[src/rtl/multi_range_monitor.sv]
// Round-robin poller for NUM_CH range sensors: per-channel EMA smoothing,
// hysteretic danger threshold and timeout/error fault flags.
module multi_range_monitor #(
  parameter int NUM_CH   = 4,
  parameter int DATA_W   = 16,
  parameter int AVG_LOG2 = 2,
  parameter int SAFE_TH  = 100,
  parameter int HYST     = 10,
  parameter int TIMEOUT  = 50000,
  parameter int GAP      = 1000
) (
  input  logic                     clk,
  input  logic                     rst,
  input  logic [NUM_CH-1:0]        init_done,
  input  logic [NUM_CH-1:0]        read_done,
  input  logic [NUM_CH-1:0]        sensor_error,
  input  logic [NUM_CH*DATA_W-1:0] range_in,
  output logic [NUM_CH-1:0]        start_read,
  output logic [NUM_CH*DATA_W-1:0] avg_range,
  output logic [NUM_CH-1:0]        danger,
  output logic [NUM_CH-1:0]        ch_fault,
  output logic                     any_danger,
  output logic                     sample_valid,
  output logic [2:0]               sample_ch
);

  localparam int CH_W    = (NUM_CH > 1) ? $clog2(NUM_CH) : 1;
  localparam int CNT_MAX = (TIMEOUT > GAP) ? TIMEOUT : GAP;
  localparam int CNT_W   = $clog2(CNT_MAX + 1);
  localparam logic [DATA_W:0] TH_LO = (DATA_W + 1)'(SAFE_TH);
  localparam logic [DATA_W:0] TH_HI = (DATA_W + 1)'(SAFE_TH + HYST);

  typedef enum logic [2:0] {
    S_WAIT_INIT,
    S_ISSUE,
    S_WAIT_DONE,
    S_UPDATE,
    S_GAP
  } state_t;

  state_t                 state_q, state_d;
  logic [CH_W-1:0]        ch_q, ch_d, ch_next;
  logic [CNT_W-1:0]       cnt_q, cnt_d;
  logic [NUM_CH-1:0]      start_read_q, start_read_d;
  logic [NUM_CH-1:0]      primed_q, primed_d;
  logic [NUM_CH-1:0]      danger_q, danger_d;
  logic [NUM_CH-1:0]      fault_q, fault_d;
  logic [DATA_W-1:0]      avg_q [NUM_CH];
  logic [DATA_W-1:0]      avg_d [NUM_CH];
  logic [DATA_W-1:0]      range_arr [NUM_CH];
  logic                   any_danger_q, any_danger_d;
  logic                   sample_valid_q, sample_valid_d;
  logic [2:0]             sample_ch_q, sample_ch_d;
  logic [DATA_W-1:0]      new_avg;
  logic signed [DATA_W:0] ema_diff, ema_step, ema_sum;

  generate
    for (genvar gi = 0; gi < NUM_CH; gi++) begin : g_ch
      assign range_arr[gi]                  = range_in[gi*DATA_W +: DATA_W];
      assign avg_range[gi*DATA_W +: DATA_W] = avg_q[gi];
    end
  endgenerate

  assign ch_next = (ch_q == CH_W'(NUM_CH - 1)) ? '0 : ch_q + 1'b1;

  // The 17-bit signed difference keeps the shifted step exact; the sum
  // always lands between the old average and the sample, so it cannot wrap.
  always_comb begin
    ema_diff = $signed({1'b0, range_arr[ch_q]}) - $signed({1'b0, avg_q[ch_q]});
    ema_step = ema_diff >>> AVG_LOG2;
    ema_sum  = $signed({1'b0, avg_q[ch_q]}) + ema_step;
    new_avg  = primed_q[ch_q] ? DATA_W'(ema_sum) : range_arr[ch_q];
  end

  always_comb begin
    state_d        = state_q;
    ch_d           = ch_q;
    cnt_d          = cnt_q;
    start_read_d   = '0;
    primed_d       = primed_q;
    danger_d       = danger_q;
    fault_d        = fault_q;
    sample_valid_d = 1'b0;
    sample_ch_d    = sample_ch_q;
    for (int i = 0; i < NUM_CH; i++) avg_d[i] = avg_q[i];

    unique case (state_q)
      S_WAIT_INIT: begin
        if (init_done[ch_q]) begin
          state_d            = S_ISSUE;
          start_read_d[ch_q] = 1'b1;
        end else begin
          ch_d = ch_next;
        end
      end
      S_ISSUE: begin
        cnt_d   = '0;
        state_d = S_WAIT_DONE;
      end
      S_WAIT_DONE: begin
        cnt_d = cnt_q + 1'b1;
        if (read_done[ch_q]) begin
          state_d        = S_UPDATE;
          sample_valid_d = 1'b1;
          sample_ch_d    = 3'(ch_q);
          avg_d[ch_q]    = new_avg;
          primed_d[ch_q] = 1'b1;
          fault_d[ch_q]  = 1'b0;
          if ({1'b0, new_avg} <= TH_LO) begin
            danger_d[ch_q] = 1'b1;
          end else if ({1'b0, new_avg} > TH_HI) begin
            danger_d[ch_q] = 1'b0;
          end
        end else if (!init_done[ch_q]) begin
          // Sensor dropped out mid-read: skip quietly, keep previous outputs.
          state_d = S_GAP;
          cnt_d   = '0;
        end else if (sensor_error[ch_q] || cnt_q == CNT_W'(TIMEOUT - 1)) begin
          state_d        = S_UPDATE;
          sample_valid_d = 1'b1;
          sample_ch_d    = 3'(ch_q);
          fault_d[ch_q]  = 1'b1;
          danger_d[ch_q] = 1'b1;
          primed_d[ch_q] = 1'b0;
        end
      end
      S_UPDATE: begin
        cnt_d   = '0;
        state_d = S_GAP;
      end
      S_GAP: begin
        if (int'(cnt_q) + 1 >= GAP) begin
          cnt_d   = '0;
          ch_d    = ch_next;
          state_d = S_WAIT_INIT;
        end else begin
          cnt_d = cnt_q + 1'b1;
        end
      end
      default: state_d = S_WAIT_INIT;
    endcase

    any_danger_d = |danger_d;
  end

  always_ff @(posedge clk) begin
    if (rst) begin
      state_q        <= S_WAIT_INIT;
      ch_q           <= '0;
      cnt_q          <= '0;
      start_read_q   <= '0;
      primed_q       <= '0;
      danger_q       <= '1;
      fault_q        <= '0;
      any_danger_q   <= 1'b1;
      sample_valid_q <= 1'b0;
      sample_ch_q    <= '0;
      for (int i = 0; i < NUM_CH; i++) avg_q[i] <= '0;
    end else begin
      state_q        <= state_d;
      ch_q           <= ch_d;
      cnt_q          <= cnt_d;
      start_read_q   <= start_read_d;
      primed_q       <= primed_d;
      danger_q       <= danger_d;
      fault_q        <= fault_d;
      any_danger_q   <= any_danger_d;
      sample_valid_q <= sample_valid_d;
      sample_ch_q    <= sample_ch_d;
      for (int i = 0; i < NUM_CH; i++) avg_q[i] <= avg_d[i];
    end
  end

  assign start_read   = start_read_q;
  assign danger       = danger_q;
  assign ch_fault     = fault_q;
  assign any_danger   = any_danger_q;
  assign sample_valid = sample_valid_q;
  assign sample_ch    = sample_ch_q;

endmodule
[config.mk]
export PLATFORM = sky130hd
export DESIGN_NAME = multi_range_monitor
export DESIGN_NICKNAME = d
export VERILOG_FILES = /design/src/rtl/multi_range_monitor.sv
export SDC_FILE = /design/constraint.sdc
export NUM_CORES = 1
export LEC_CHECK = 0
export ABC_AREA = 1
export ABC_CLOCK_PERIOD_IN_PS = 5130
export CORE_MARGIN = 10
export CORE_UTILIZATION = 52
export DETAILED_ROUTE_END_ITERATION = 8
export PLACE_DENSITY = 0.87
export SETUP_SLACK_MARGIN = 0.05
export SLEW_MARGIN = 0
export SYNTH_ARGS = -nofsm -noshare
export SYNTH_HDL_FRONTEND = slang
export SYNTH_SLANG_ARGS = --single-unit
[constraint.sdc]
create_clock -name clk -period 5.13 [get_ports clk]
set_input_delay 1.026 -clock clk [delete_from_list [all_inputs] [get_ports clk]]
set_output_delay 1.026 -clock clk [all_outputs]
set_load 0.03 [all_outputs]
==> results.yml <==
worst_setup_path:
  critPathMaxFanout: 5
  worst-setup-path-type: "in -> reg"
  worstSetupStartpointType: "primary input"
  cp-end-kind: "flop"
  cp.arrival_ns: 5.21
  critPathSlowestCell: "clkdlybuf4s50_1"
  cpPeakStageDelay_ns: 0.42
  r2r_cells: 33
  cp.required_ns: 5.43
die:
  die_width_um: 139
  rows: 43
  die-height_um: 139
  ios: 159
  die-area_um2: 19200
  core_um2: 13800
  start_util_pct: 52.9
clock_network:
  worstSkewPairLatency_ns: 0.36
  cts_root_buffer: "clkbuf_16"
  cts_hold_buf: 0
  tritoncts: "yes"
  clkTransAtPathRegs_ns: 0.07
  cts.path.max_buffers: 2
  cts_num_sinks: 107
  cts_buffers: 9
  htree_levels: 3
routing:
  dr.pass1.iters: 5
  wl_per_cell_um: 17.4
  wl_mm: 26.3
  viasPerCell: 5.52
  route.detailed.drc: 0
  vias: 8332
  drt-initial-drc-count: 715
  ant_nets: 0
global_routing:
  grt_antenna_before_repair: 0
  overflow: 0
  grt_pass1_wl_mm: 40.1
  grt_pass1_vias: 7549
  grt_max_degree: 53
  grt_usage_pct: 24.9
sta:
  fin_tns_setup_ns: 0
  worst_pin_slew_ns: 0.628
  max_freq_mhz: 204
  final-setup-viol-count: 0
  setup_ws_ns: 0.224
  slew_viol_final: 0
  holdWs_ns: 0.471
  skew_ns: 0.0131
  max_slew_margin_pct: 58.1
  finalHoldViolations: 0
  timing.final.crit_share_pct: 95.6
  period_needed_ns: 4.91
placed_design:
  dp_slack_ns: -0.250
  place_hpwl_mm: 19.7
  place.port_buffers: 157
  globalplace.congestion: 0.959
synthesis:
  netlist_top_cells_area: "dfxtp_1 29%, nand2_1 12%, inv_1 8.2%"
  syn_area_um2: 7320
  syn_nets: 1231
  synth_edf_count: 0
  synth.top_cell.area_share_pct: 29.3
  synthCells: 1116
  synth-seq-cells: 107
  ys_seq_area_share_pct: 29.3
  yosys.area.top_type: "dfxtp_1"
  synthDistinctLibCells: 51
  syn_area_per_cell_um2: 6.56
  yosys_warnings: 0
  synth_top_flop_cell: "dfxtp_1"
  synthArstFlopShare_pct: 0
worst_hold_path:
  worstHoldPathCells: 2
  min_path_type: "reg -> reg"
cells_and_area:
  drive_gt1_share_pct: 16.7
  post-route-util_pct: 73.8
  fin_nets: 1440
  area_growth_pct: 39.5
  num_antenna_cells: 0
  n_fill_cell: 1072
outcome:
  status: "finished clean"
run:
  drv_cap: 0
[cells in the final DEF, fill, tap and decap left out, types with 3 or more instances in the layout]
| master | netlist | final |
|---|---|---|
| nor3_2 | 4 | 6 |
| xor2_1 | 25 | 24 |
| nand4_1 | 9 | 9 |
| nor2_2 | 7 | 15 |
| nor2_4 | 1 | 3 |
| a21oi_2 | 0 | 8 |
| dlymetal6s2s_1 | 0 | 16 |
| xnor2_1 | 8 | 8 |
| o21bai_1 | 4 | 4 |
| ha_1 | 36 | 29 |
| clkdlybuf4s50_1 | 0 | 140 |
| nand2_2 | 13 | 22 |
| buf_4 | 4 | 87 |
| inv_1 | 160 | 155 |
| nand3_1 | 54 | 53 |
| o21ai_2 | 5 | 10 |
| o21ai_0 | 73 | 66 |
| a32oi_2 | 0 | 3 |
| nand3_2 | 3 | 4 |
| o22ai_2 | 3 | 7 |
| nand2_1 | 229 | 216 |
| clkbuf_16 | 0 | 9 |
| nand3b_1 | 3 | 3 |
| a32oi_1 | 16 | 13 |
| nor3_1 | 8 | 6 |
| inv_2 | 6 | 10 |
| o22ai_1 | 11 | 7 |
| a21oi_1 | 96 | 87 |
| o21ai_1 | 13 | 15 |
| nor2_1 | 123 | 113 |
| o211ai_1 | 19 | 19 |
| nand2_4 | 2 | 6 |
| ha_4 | 0 | 6 |
| dfxtp_1 | 107 | 107 |
| a21o_1 | 4 | 4 |
| inv_6 | 0 | 3 |
| or2_2 | 3 | 3 |
[path summary, 6_finish.rpt]
path	from	end	slack, ns
max	range_in[19]	any_danger	0.22
min	flop	flop	0.47
min reg2reg	flop	flop	0.47
max reg2reg	flop	any_danger	0.28
[critical path: cells and delay by family]
family,cells,cell delay [ns]
xor gates and xnor gates,2,0.23
adders and majority gates,2,0.57
and+or+nand+nor,16,1.49
AOI/OAI and AO/OA,9,1.38
buffers and inverters,2,0.50
[registers in the layout, summed over array words and instances (netlist names), named ones only]
name / count
avg_q: 64
cnt_q: 16
danger: 4
start_read: 4
state_q: 3
ch_q: 2
sample_ch: 2
any_danger: 1
sample_valid: 1
[synthesized netlist by cell type (9+ instances only)]
cell type	number
o21ai_1	13
nand2_2	13
dfxtp_1	107
xor2_1	25
nand2_1	229
a21oi_1	96
buf_2	19
a32oi_1	16
o21ai_0	73
nor2_1	123
nand4_1	9
inv_1	160
clkbuf_1	18
o22ai_1	11
nand3_1	54
ha_1	36
o211ai_1	19
[metal layers]
| layer | GRT usage [%] | part of all wire [%] | wire length, µm |
|---|---|---|---|
| met2 | 40.3 | 47 | 12300 |
| met4 | 7.41 | 2.6 | 676 |
| met3 | 5.31 | 9.0 | 2370 |
| met1 | 32.5 | 42 | 11000 |
| met5 | 0 | 0 | 0 |
[layout make-up]
class                   instances  area [µm²]  share of cell area, %
well taps                     180         225                   2.21
repair buffers                245        2270                   22.3
clock buffers                  11         243                   2.38
flip-flops and latches        107        2140                   21.0
inverters                     167         633                   6.21
multi-input cells             795        4640                   45.5
clock inverters                 5        43.8                  0.429
[per-stage QoR]
step / instances / area, µm²
2_1_floorplan: 1116 / 7320
3_3_place_gp: 1477 / 9410
3_5_place_dp: 1477 / 9410
4_1_cts: 1493 / 9700
5_1_grt: 1510 / 10200
6_report: 1510 / 10200
[cells by family (layout without fill, tap and decap cells)]
kind of cell,count (synthesis),count (layout),synth area share [%]
and+or+nand+nor,467,467,27.7
AOI/OAI and AO/OA,257,257,20.8
buffers and inverters,214,428,11.7
DFF,107,107,29.3
adders and majority gates,37,37,6.43
xor gates and xnor gates,33,33,3.95
other,1,1,0.0513
[timing repair]
action | CTS | global route
setup buffers | 0 | 17
setup endpoints to repair | 0 | 13
gates resized for setup | 0 | 96
Power is not shown: default switching activity piles up to over one toggle a cycle in this logic, so the estimate is an artifact.
==> RTL edit 1 (same flow settings) <==
Register the output `avg_range`, with the module's reset; this adds one clock of latency there. The other outputs are not delayed to match.
--- a/src/rtl/multi_range_monitor.sv
+++ b/src/rtl/multi_range_monitor.sv
@@ -39,4 +39,6 @@
   } state_t;
 
+  logic [NUM_CH*DATA_W-1:0] avg_range_d;
+
   state_t                 state_q, state_d;
   logic [CH_W-1:0]        ch_q, ch_d, ch_next;
@@ -58,5 +60,5 @@
     for (genvar gi = 0; gi < NUM_CH; gi++) begin : g_ch
       assign range_arr[gi]                  = range_in[gi*DATA_W +: DATA_W];
-      assign avg_range[gi*DATA_W +: DATA_W] = avg_q[gi];
+      assign avg_range_d[gi*DATA_W +: DATA_W] = avg_q[gi];
     end
   endgenerate
@@ -179,3 +181,11 @@
   assign sample_ch    = sample_ch_q;
 
+  always_ff @(posedge clk) begin
+    if (rst) begin
+      avg_range <= '0;
+    end else begin
+      avg_range <= avg_range_d;
+    end
+  end
+
 endmodule
Behaviour: not the same (a bounded check fails within 4 cycles, from zero or initial values and one cycle with rst high).
==> RTL edit 1 against the unedited design <==
  * Maximum frequency down 2.3%
  * Worst setup slack worse by 0.11 ns
  * Area after synthesis grew 22%
  * Via count increased by 20%
  * Final area up 22%
  * Routed wire length grew 18%
  * Cell count grew 17%
  * Sequential cell count grew 64
  * Critical endpoint unchanged
==> RTL edit 1: results (changes against the unedited design) <==
* TritonCTS Buffers at 17 (+8)
* Hpwl dp at 20310 um (+3.4%)
* Worst path max stage delay at 0.53 ns (+0.11 ns)
* R2R cell count at 35 (+6.1%)
* CP arrival at 5.36 ns (+0.15 ns)
* Post-layout nets at 1645 (+14%)
* Clock Skew at 0.02034 ns (+0.007192 ns)
* Worst-Skew Late Latency at 0.44 ns (+0.08 ns)
* Max-slew headroom at 0.2447 (-0.3363)
* Placed cells at 1700 (+15%)
* Critical Path Fanout Max at 4 (-1)
* Launch point of the critical path: range_in[42]
* WHS at 0.4540 ns (-0.01700 ns)
* Top cell type's share of synthesized area at 0.3849 (+0.09212)
* Met2 usage at 0.3997 (-0.003671)
* H-tree Lvls at 4 (+1)
* Critical Path Sink: any_danger
* Post-cts repair resize count at 34 (+34)
* Vias in the first global route at 9155 (+21%)
* Detailed route wirelength on metal2 at 14400 um (+18%)
* Top cells by area, synth: dfxtp_1, inv_1, nand2_1, a21oi_1, nor2_1
* Postcts setup bufs at 13 (+13)
* First-pass GRT wire length at 45170 um (+13%)
* WL met3 at 3564 um (+50%)
* Fin worst setup slack at 0.1099 ns (-0.1141 ns)
* Commonest cells in the netlist: inv_1, nand2_1, dfxtp_1, nor2_1, a21oi_1
* Met1 WL at 11610 um (+5.9%)
* Largest net degree at the start of global routing at 86 (+62%)
* Met1 GRT Util at 0.2913 (-0.03391)
* Sequential fraction of the synthesis area at 0.3849 (+0.09212)
* Final std cells w/o fill at 1763 (+17%)
* Post-DP Area at 0.01117 mm^2 (+19%)
* R2R Setup Slk at 0.16 ns (-0.12 ns)
* Syn Nets at 1401 (+14%)
* All-layer global routing usage at 0.2438 (-0.005387)
* Fill cell count at 1151 (+7.4%)
* DR vias/cell at 5.664 (+2.7%)
* Drt pass-1 iters at 8 (+3)
* Worst slack, placed at -0.5855 ns (-0.3360 ns)
* Count of cell types in the netlist at 49 (-3.9%)
* Reg area at 0.003428 mm^2 (+60%)
* Largest regs: avg_q: 64 flops, avg_range: 64 flops, cnt_q: 16 flops
* Syn Area/Cell at 6.916 um^2 (+5.5%)
* Share of layout cells above drive strength 1 at 0.1769 (+0.01001)
* GR met3 Demand/Resource at 0.07011 (+0.01703)
* Status: completed
* Routability cong. at 0.9084 (-5.3%)
RTL edit 1: cell types whose count changed after synthesis, moves of 11 or more:
cell      change
a21oi_1      +35
buf_2        -11
clkbuf_1     +15
dfxtp_1      +64
inv_1        +59
nand2_1      -31
nand2_2      -11
nand3_1      -15
nor2_1       +42
o211ai_1     -16
o21ai_0      +47
RTL edit 1: final cells by class:
class | instances | area share
Clock buffer | 17 | 0.03420
Clock inverter | 15 | 0.01499
Inverter | 228 | 0.06921
Multi-Input combinational cell | 836 | 0.3854
Sequential cell | 171 | 0.2756
Tap cell | 220 | 0.02213
Timing Repair Buffer | 276 | 0.1985
RTL edit 1: kinds of logic (layout without fill, tap and decap cells):
logic type | count (synthesis) | after routing | share of synthesized area
AOI/OAI and AO/OA | 319 | 319 | 0.1991
DFF | 171 | 171 | 0.3849
buffers and inverters | 279 | 536 | 0.1214
other | 1 | 1 | 0.0004217
adders and majority gates | 37 | 37 | 0.05290
xor gates and xnor gates | 33 | 33 | 0.03250
and+or+nand+nor | 446 | 446 | 0.2088
==> RTL edit 2 (same flow settings) <==
Without the edit above. The parameter `GAP` goes from 1000 to 2000.
--- a/src/rtl/multi_range_monitor.sv
+++ b/src/rtl/multi_range_monitor.sv
@@ -8,5 +8,5 @@
   parameter int HYST     = 10,
   parameter int TIMEOUT  = 50000,
-  parameter int GAP      = 1000
+  parameter int GAP      = 2000
 ) (
   input  logic                     clk,
Behaviour: same outputs for any inputs over 10 cycles, from zero or initial values and one cycle with rst high; that may be too few to reach the edited logic, so the function may still have changed.
==> RTL edit 2 against the unedited design <==
  * Routed wire length down 0.11%
  * Critical path type unchanged
  * Sequential cell count unchanged
  * Highest routed layer unchanged
  * Synthesized cell count rose by 1.6%
  * Final area grew 0.50%
  * Worst setup slack improved by 0.0097 ns
  * First-iteration DRC count is 13% higher
  * Area after synthesis fell by 1.9%
  * Cell count is 1.4% higher
==> RTL edit 2: results (changes against the unedited design) <==
* Status: completed
* Share of layout cells above drive strength 1 at 0.1756 (+0.008728)
* First-pass GRT wire length at 39520 um (-1.3%)
* Hpwl dp at 19260 um (-2.0%)
* Antenna violations before repair at 0 (unchanged)
* Commonest cells in the netlist: nand2_1, inv_1, nor2_1, dfxtp_1, a21oi_1
* Post-layout nets at 1466 (+1.8%)
* Post-Synth XOR/XNOR Area at 0.03175 (-0.007761)
* Port buffer count at 157 (unchanged)
* Hold-fix buffers at CTS at 0 (unchanged)
* Worst slack, placed at -0.5242 ns (-0.2747 ns)
* All-layer global routing usage at 0.2586 (+0.009383)
* Min-Delay Path Class: register to register
* Yosys synthesis warning count at 0 (unchanged)
* Drt pass-1 iters at 5 (unchanged)
* Clock Skew at 0.01188 ns (-0.001266 ns)
* Count of cell types in the netlist at 48 (-5.9%)
* Worst-Skew Late Latency at 0.36 ns (about the same)
* Top cells by area, synth: dfxtp_1, nand2_1, inv_1, nor2_1, ha_1
* Adder-cell share of the synthesized area at 0.06733 (+0.003023)
* Compound-Gate Fraction of Synth Area at 0.2140 (+0.005712)
* Sequential fraction of the synthesis area at 0.2986 (+0.005822)
* H-tree Lvls at 3 (unchanged)
* Syn Nets at 1250 (+1.5%)
* Via count at 8328 (-0.048%)
* Largest net degree at the start of global routing at 55 (+3.8%)
* Vias in the first global route at 7872 (+4.3%)
* CP arrival at 5.15 ns (-0.06 ns)
* Routed length per placed instance at 17.14 um (-1.5%)
* Critical Path Fanout Max at 4 (-1)
* Worst-Margin Slew at 0.7646 ns (+0.1363 ns)
* Worst path max stage delay at 0.47 ns (+0.05 ns)
* Routability cong. at 1.017 (+6.1%)
* Initial DRC count at 811 (+13%)
## RTL edit 2: worst max-delay path, delay by kind of cell
family	cells	cell delay (ns)
xor+xnor	1	0.15
simple gates	15	1.33
buf+inv	2	0.51
fa+ha+maj	2	0.65
compound gates	9	1.47
## RTL edit 2: layout make-up
cell class,count,area (um^2)
tap,176,220.2
clock buffer,9,225.2
fill,1010,3147
clock inverter,7,53.80
sequential,107,2143
inverter,174,656.9
timing repair buffer,254,2370
multi-input combinational,804,4584
## RTL edit 2: final timing paths
path	cells past startpoint	to	start	slack (ns)
worst min register to register	2	register	register	0.47
worst min-delay path	2	register	register	0.47
worst max register to register	33	any_danger	register	0.28
worst max-delay path	29	any_danger	range_in[38]	0.23
## RTL edit 2: layer usage
layer / part of all wire / GRT usage / vias to the layer above
met1: 0.41 / 0.3293 / 3769
met2: 0.45 / 0.4101 / 385
met4: 0.034 / 0.1007 / 0
met3: 0.11 / 0.06519 / 60
met5: 0 / 0 / -
li1: - / - / 4114
## RTL edit 2: stage by stage
| step | util | std cells | cell area [um^2] | hold WS [ns] | TNS, ns |
|---|---|---|---|---|---|
| finish | 0.7652 | 1531 | 10250 | 0.4738 | 0 |
| global route | 0.7652 | 1531 | 10250 | 0.4915 | -0.009085 |
| CTS | 0.7277 | 1521 | 9752 | 0.4703 | 0 |
| detailed placement | 0.6972 | 1493 | 9343 | 0.4591 | -3.694 |
| global placement | 0.6972 | 1493 | 9343 | 0.4541 | -1.071 |
| floorplan | - | 1134 | 7173 | 0.4392 | 0 |
## RTL edit 2: what timing repair did
item / in CTS / in global routing
pin swaps: 15 / 82
endpoints found under the setup margin: 5 / 16
resized for setup: 11 / 118
buffers inserted: 12 / 10
## RTL edit 2: where the power goes
part           switching [mW]  internal [mW]
sequential             0.0695          0.912
combinational            3.48           2.45
clock                   0.327          0.333
